$ cat src/rtl/imm_gen_stage.sv
// imm_gen_stage: registered immediate decoder with a 2-entry skid buffer at the ID/EX boundary.
// Decode happens before storage so imm_out, out_tag and out_err come straight from the head register.
module imm_gen_stage #(
    parameter int XLEN  = 32,
    parameter int TAG_W = 32
) (
    input  logic             CLK,
    input  logic             RESET,
    input  logic             FLUSH,
    input  logic             in_valid,
    output logic             in_ready,
    input  logic [24:0]      instr_bits,
    input  logic [2:0]       imm_sel,
    input  logic [TAG_W-1:0] in_tag,
    output logic             out_valid,
    input  logic             out_ready,
    output logic [XLEN-1:0]  imm_out,
    output logic [TAG_W-1:0] out_tag,
    output logic             out_err
);
    localparam int EW = XLEN + TAG_W + 1;
    logic [31:7]     i;
    logic [XLEN-1:0] imm;
    logic            err;
    logic [EW-1:0]   new_e, h_q, h_d, k_q, k_d;
    logic [1:0]      cnt_q, cnt_d;
    logic            push, pop;
    always_comb begin
        i   = instr_bits;
        imm = '0;
        err = 1'b0;
        case (imm_sel)
            3'b000:  imm = XLEN'($signed(i[31:20]));
            3'b001:  imm = XLEN'($signed({i[31:25], i[11:7]}));
            3'b010:  imm = XLEN'($signed({i[31], i[7], i[30:25], i[11:8], 1'b0}));
            3'b011:  imm = XLEN'($signed({i[31:12], 12'b0}));
            3'b100:  imm = XLEN'($signed({i[31], i[19:12], i[20], i[30:21], 1'b0}));
            3'b101:  imm = XLEN'(i[19:15]);
            3'b110:  imm = (XLEN == 64) ? XLEN'(i[25:20]) : XLEN'(i[24:20]);
            default: err = 1'b1;
        endcase
    end
    // in_ready depends only on the registered count, never on out_ready
    assign in_ready  = cnt_q != 2'd2;
    assign out_valid = cnt_q != 2'd0;
    assign push      = in_valid & in_ready;
    assign pop       = out_valid & out_ready;
    assign new_e     = {err, imm, in_tag};
    assign {out_err, imm_out, out_tag} = h_q;
    always_comb begin
        cnt_d = cnt_q + {1'b0, push} - {1'b0, pop};
        h_d   = (push && (cnt_q == 2'd0 || pop)) ? new_e : (pop && cnt_q == 2'd2) ? k_q : h_q;
        k_d   = (push && !pop && cnt_q == 2'd1) ? new_e : k_q;
    end
    always_ff @(posedge CLK) begin
        if (RESET) begin
            cnt_q <= 2'd0;
            h_q   <= '0;
            k_q   <= '0;
        end else if (FLUSH) begin
            cnt_q <= 2'd0;
        end else begin
            cnt_q <= cnt_d;
            h_q   <= h_d;
            k_q   <= k_d;
        end
    end
endmodule

$ cat config.mk
export PLATFORM = sky130hd
export DESIGN_NAME = imm_gen_stage
export DESIGN_NICKNAME = d
export VERILOG_FILES = /design/src/rtl/imm_gen_stage.sv
export SDC_FILE = /design/constraint.sdc
export NUM_CORES = 1
export LEC_CHECK = 0
export CORE_MARGIN = 2
export CORE_UTILIZATION = 47
export CTS_BUF_LIST = sky130_fd_sc_hd__clkbuf_4 sky130_fd_sc_hd__clkbuf_8
export DETAILED_ROUTE_END_ITERATION = 7
export GPL_TIMING_DRIVEN = 0
export PLACE_DENSITY = 0.8
export REMOVE_ABC_BUFFERS = 1
export SYNTH_ARGS = -nofsm -noshare
export SYNTH_HDL_FRONTEND = slang
export SYNTH_SLANG_ARGS = --single-unit
export TNS_END_PERCENT = 20
$ cat constraint.sdc
create_clock -name CLK -period 2.1 [get_ports CLK]
set_clock_uncertainty 0.1 [all_clocks]
set_input_delay 0.21 -clock CLK [delete_from_list [all_inputs] [get_ports CLK]]
set_output_delay 0.21 -clock CLK [all_outputs]
set_load 0.01 [all_outputs]
**Yosys cells after proc, flatten, opt, wreduce, memory -nomap -nowiden**

Index checks and enable logic that the tools add are counted.

- Output and inout bits: 67
- Bits of input ports: 65
- Register bits after elaboration: 132

- Add/subtract/negate cells: 2
- Bitwise operators: 3
- Eq/ne operators: 9
- Reduce and logical (&&, ||, !) cells: 14
- Mux-type cells: 4

Operators with widths:

| cell | count |
|---|---|
| $pmux 32 s7 | 1 |
| $mux 65 | 2 |
| $eq 3x3->1 const B | 3 |
| $reduce_or 7->1 | 1 |
| $eq 3x2->1 const B | 2 |
| $logic_and 1x1->1 | 4 |
| $reduce_and 2->1 | 2 |
| $reduce_bool 2->1 | 2 |
| $eq 3x1->1 const B | 1 |
| $logic_not 3->1 | 1 |
| $add 2x1->2 | 1 |
| $and 1x1->1 | 2 |
| $eq 2x1->1 const B | 1 |
| $eq 2x2->1 const B | 1 |
| $logic_not 2->1 | 1 |
| $ne 2x2->1 const B | 1 |
| $reduce_or 2->1 | 1 |
| $sub 2x1->2 | 1 |
| $logic_not 1->1 | 1 |
| $logic_or 1x1->1 | 1 |
| $mux 1 | 1 |
| $not 1->1 | 1 |

**Depth between registers and ports, before layout**

- Depth after elaboration: 6
- Gate-level depth with buffers: 9
- Mapped depth without buffers: 8

**Least setup slack after synthesis**

OpenSTA, ideal clock, no wires.

- Path type: register to register
- Start point: register cnt_q[0]
- End point: register k_q[62]
- Required time: 1.914 ns
- Path buffers: 3
- Data arrival time: 2.145 ns
- Clock period less this slack: 2.330 ns
- Cell stages (with the launch flop): 10
- Setup slack: -0.230 ns
- Cells stage by stage: dfxtp_1 clkbuf_1 nand2b_1 and2_1 ha_1 and4bb_1 clkbuf_1 buf_1 nor2_1 a211oi_1

- Elaborated cells between the ends (all ways): 9
- Those cells by class: eq/ne: 2; bitwise: 2; reduce/logical: 5

RTL lines:

| element | RTL line | RTL |
|---|---|---|
| start, declared | 26 | `logic [1:0] cnt_q, cnt_d;` |
| start signal, assigned | 63 | `cnt_q <= cnt_d;` |
| $ne 2x2->1 | 44 | `assign in_ready = cnt_q != 2'd2;` |
| via in_ready | 11 | `output logic in_ready,` |
| $and 1x1->1 | 46 | `assign push = in_valid & in_ready;` |
| $logic_and 1x1->1 (2 in a row) | 53 | `k_d = (push && !pop && cnt_q == 2'd1) ? new_e : k_q;` |
| $reduce_and 2->1 (no line) | -- |  |
| end signal, assigned | 65 | `k_q <= k_d;` |
| end, declared | 25 | `logic [EW-1:0] new_e, h_q, h_d, k_q, k_d;` |

The timed path passes the listed nets, and every way through them passes these cells.
A chain may end at the register's enable or synchronous reset.

**Worst setup path in the final report**

- Start point: register cnt_q[1]
- End point: register k_q[27]

- Word-level cells in the longest chain between the ends: 6
- Elaborated cells between the ends (all ways): 9
- Those cells by class: eq/ne: 2; bitwise: 2; reduce/logical: 5

Ends and longest elaborated chain:

| element | RTL line | RTL |
|---|---|---|
| $reduce_bool 2->1 | 45 | `assign out_valid = cnt_q != 2'd0;` |
| $and 1x1->1 | 47 | `assign pop = out_valid & out_ready;` |
| $logic_not 1->1 | 53 |  |
| $logic_and 1x1->1 | 53 |  |
| $logic_and 1x1->1 * | 53 |  |
| $reduce_and 2->1 (no line) * | -- |  |

Every way passes the cells marked *; elsewhere a longest branch is shown, timed or not.

==> flow_summary.ini <==
[status]
outcome = complete, no violations

[yosys]
yosysWarnings = 0
ys.flop_type = dfxtp_1
ys_seq_elements = 132
synth_edf_count = 0
yosysSeqAreaShare_pct = 44.9
synth-simple-area-share_pct = 21.5
synth_xor_area_share_pct = 0.446
synth-async-reset-ratio_pct = 0
synth_top_family_by_area = compound AO/OA/AOI/OAI gates
synth_cells = 706
synth_top_cell_by_area = dfxtp_1
yosys.area_share.adder_pct = 0.638
synth_cell_type_count = 47
syn_area_per_cell_sq_um = 8.34
synthMuxAreaShare_pct = 0.170
netlist_area_sq_um = 5890
synth.area.top_cells = dfxtp_1 45%, a211oi_1 8.3%, a21oi_1 7.9%
synth_most_common_cell = dfxtp_1
yosysTopAreaCellShare_pct = 44.9
synthTopCellsByCount = 132 x dfxtp_1, 105 x nand2_1, 93 x a21oi_1, 74 x nor2_1, 65 x a211oi_1
synth-compound-area-share_pct = 26.5

[min_path]
hp-class = in -> reg

[pwr]
power_frac_comb_pct = 18.1
p_leak_nw = 2.68
pwr-share-clk_pct = 35.8
switching_share_pct = 26.7
power.density_nw_per_um2 = 732
internal_power_w = 0.00424
finalPower_w = 0.00579
sequentialPowerShare_pct = 46.1
ir_worst_vdd_uv = 486
power_switching_w = 0.00155

[die]
core_area_sq_um = 12100
die_y_um = 116
die_area_sq_um = 13400
ios = 132
start_util_pct = 48.6
die_x_um = 116
rows = 40

[sta]
post-route-min-period_ns = 2.07
period_share_pct = 98.6
rsz0062_at_grt = true
setup_viol_count_final = 0
worst_slack_ns = 0.0301
slew_violations = 0
maxSlewHeadroom_pct = 48.1
hold_viol = 0
max_slew.worst_pin.slew_ns = 0.779
clock.fmax_mhz = 483

[clocking]
cts_root_buf = clkbuf_8
clk_path_buf_depth = 2
cts_tree = built
clk_latency_ns = 0.44
path_clk_slew_ns = 0.07
clock-sinks = 132
h-tree-depth = 4
numCtsBuffers = 17

[route]
drt_wl_total_mm = 17.8
wl_per_cell_um = 18.1
drc = 0
dr.pass1.iters = 5
first_iter_violations = 560
vias = 5921
postRouteAntennaNets = 0
via_per_inst = 6.02

[global_routing]
grt_pass1_vias = 5583
grt.total_usage_pct = 26.2
grt_pass1_wl_mm = 27.6
grt-ovfl-total = 0
antenna_found_initial = 0
grt_start_max_net_pins = 111

[setup_path]
required_ns = 2.29
worst_setup_path_end_kind = register
criticalPathCategory = reg -> reg
start_kind = register
arrival_ns = 2.26
crit_fanout = 32

[finish]
area_growth_pct = 34.3
layout.nets = 871
stdcell_count = 983
drive_gt1_share_pct = 9.45
n_antenna_cell = 0

[placement]
port_buffers = 131
gp_congestion = 0.883
dpl_worst_slack_ns = -0.714
place_inst = 940
hpwl_mm = 10.4

[flow_run]
drv_cap = 0
-- metal layers --
metal / routed length (um) / track usage [%]
met1: 7560 / 32.2
met2: 8430 / 44.0
met3: 1490 / 7.32
met4: 274 / 9.60
met5: 0 / 0
-- area by class of cell --
| class | instances | area (sq um) |
|---|---|---|
| Inverter | 6 | 22.5 |
| Clock buffer | 27 | 340 |
| Fill cell | 1002 | 4200 |
| Tap cell | 168 | 210 |
| Clock inverter | 4 | 45.0 |
| Timing Repair Buffer | 148 | 1590 |
| Multi-Input combinational cell | 498 | 3050 |
| Sequential cell | 132 | 2650 |
-- worst max-delay path, stage by stage, from the launching register on --
cell and delay [ns]:
dfxtp_2 0.38, or2_4 0.30, nand2_2 0.11, ha_4 0.17, nand4bb_2 0.37, buf_12 0.32, nand2_1 0.09, a21oi_1 0.07
-- power by group through the flow --
stage	registers [W]	clock network, W	logic (W)
2_1_floorplan	0.00275	0	0.000407
3_3_place_gp	0.00272	0	0.000916
3_5_place_dp	0.00273	0	0.000967
4_1_cts	0.00267	0.00210	0.00100
5_1_grt	0.00268	0.00222	0.00113
6_report	0.00267	0.00207	0.00105
-- state kept, by name, indices dropped and copies added (netlist names) --
| signal | count |
|---|---|
| h_q | 65 |
| k_q | 65 |
| cnt_q | 2 |
-- layout by cell type, fill, tap and decap left out, drive strengths merged, types with 7 or more instances in the layout --
cell type,synthesis,final
nand2,106,106
a211oi,65,65
o21ai,7,7
dfxtp,132,132
o311ai,21,21
o21a,7,7
nand4b,25,25
clkdlybuf4s50,0,128
a21oi,94,94
nand3b,25,25
buf,28,16
clkbuf,45,27
nor2,74,74
-- through the flow --
stage               hold WS [ns]  utilization, %  instance area, sq um  TNS (ns)
global route               0.148            65.3                  7910   -0.0264
global placement           0.342            58.5                  7090   -363.85
finish                     0.163            65.3                  7910         0
detailed placement         0.347            60.2                  7290    -53.41
floorplan                  0.179               -                  5570   -140.35
CTS                        0.126            64.5                  7810    -0.185
-- kinds of logic after synthesis --
| logic type | count (synthesis) |
|---|---|
| compound gates | 231 |
| xor+xnor | 3 |
| fa+ha+maj | 3 |
| buf+inv | 79 |
| flops | 132 |
| mux | 1 |
| simple gates | 257 |
-- path summary, 6_finish.rpt --
check | to | slack, ns | startpoint | cells after the start
hold / removal | k_q[22]$_SDFFE_PP0P_ | 0.16 | RESET | 2
setup reg to reg | k_q[27]$_SDFFE_PP0P_ | 0.03 | cnt_q[1]$_SDFF_PP0_ | 7
hold reg to reg | k_q[63]$_SDFFE_PP0P_ | 0.36 | k_q[63]$_SDFFE_PP0P_ | 2
setup / recovery | k_q[27]$_SDFFE_PP0P_ | 0.03 | cnt_q[1]$_SDFF_PP0_ | 7
-- timing repair --
item | 4_1_cts | 5_1_grt
cloned | 4 | 1
endpoints found under the setup margin | 127 | 103
hold buffers | 0 | 0
buffers inserted | 2 | 5
resized for setup | 15 | 9
pin swaps | 2 | 1
Power figures use the tool's default switching activity.
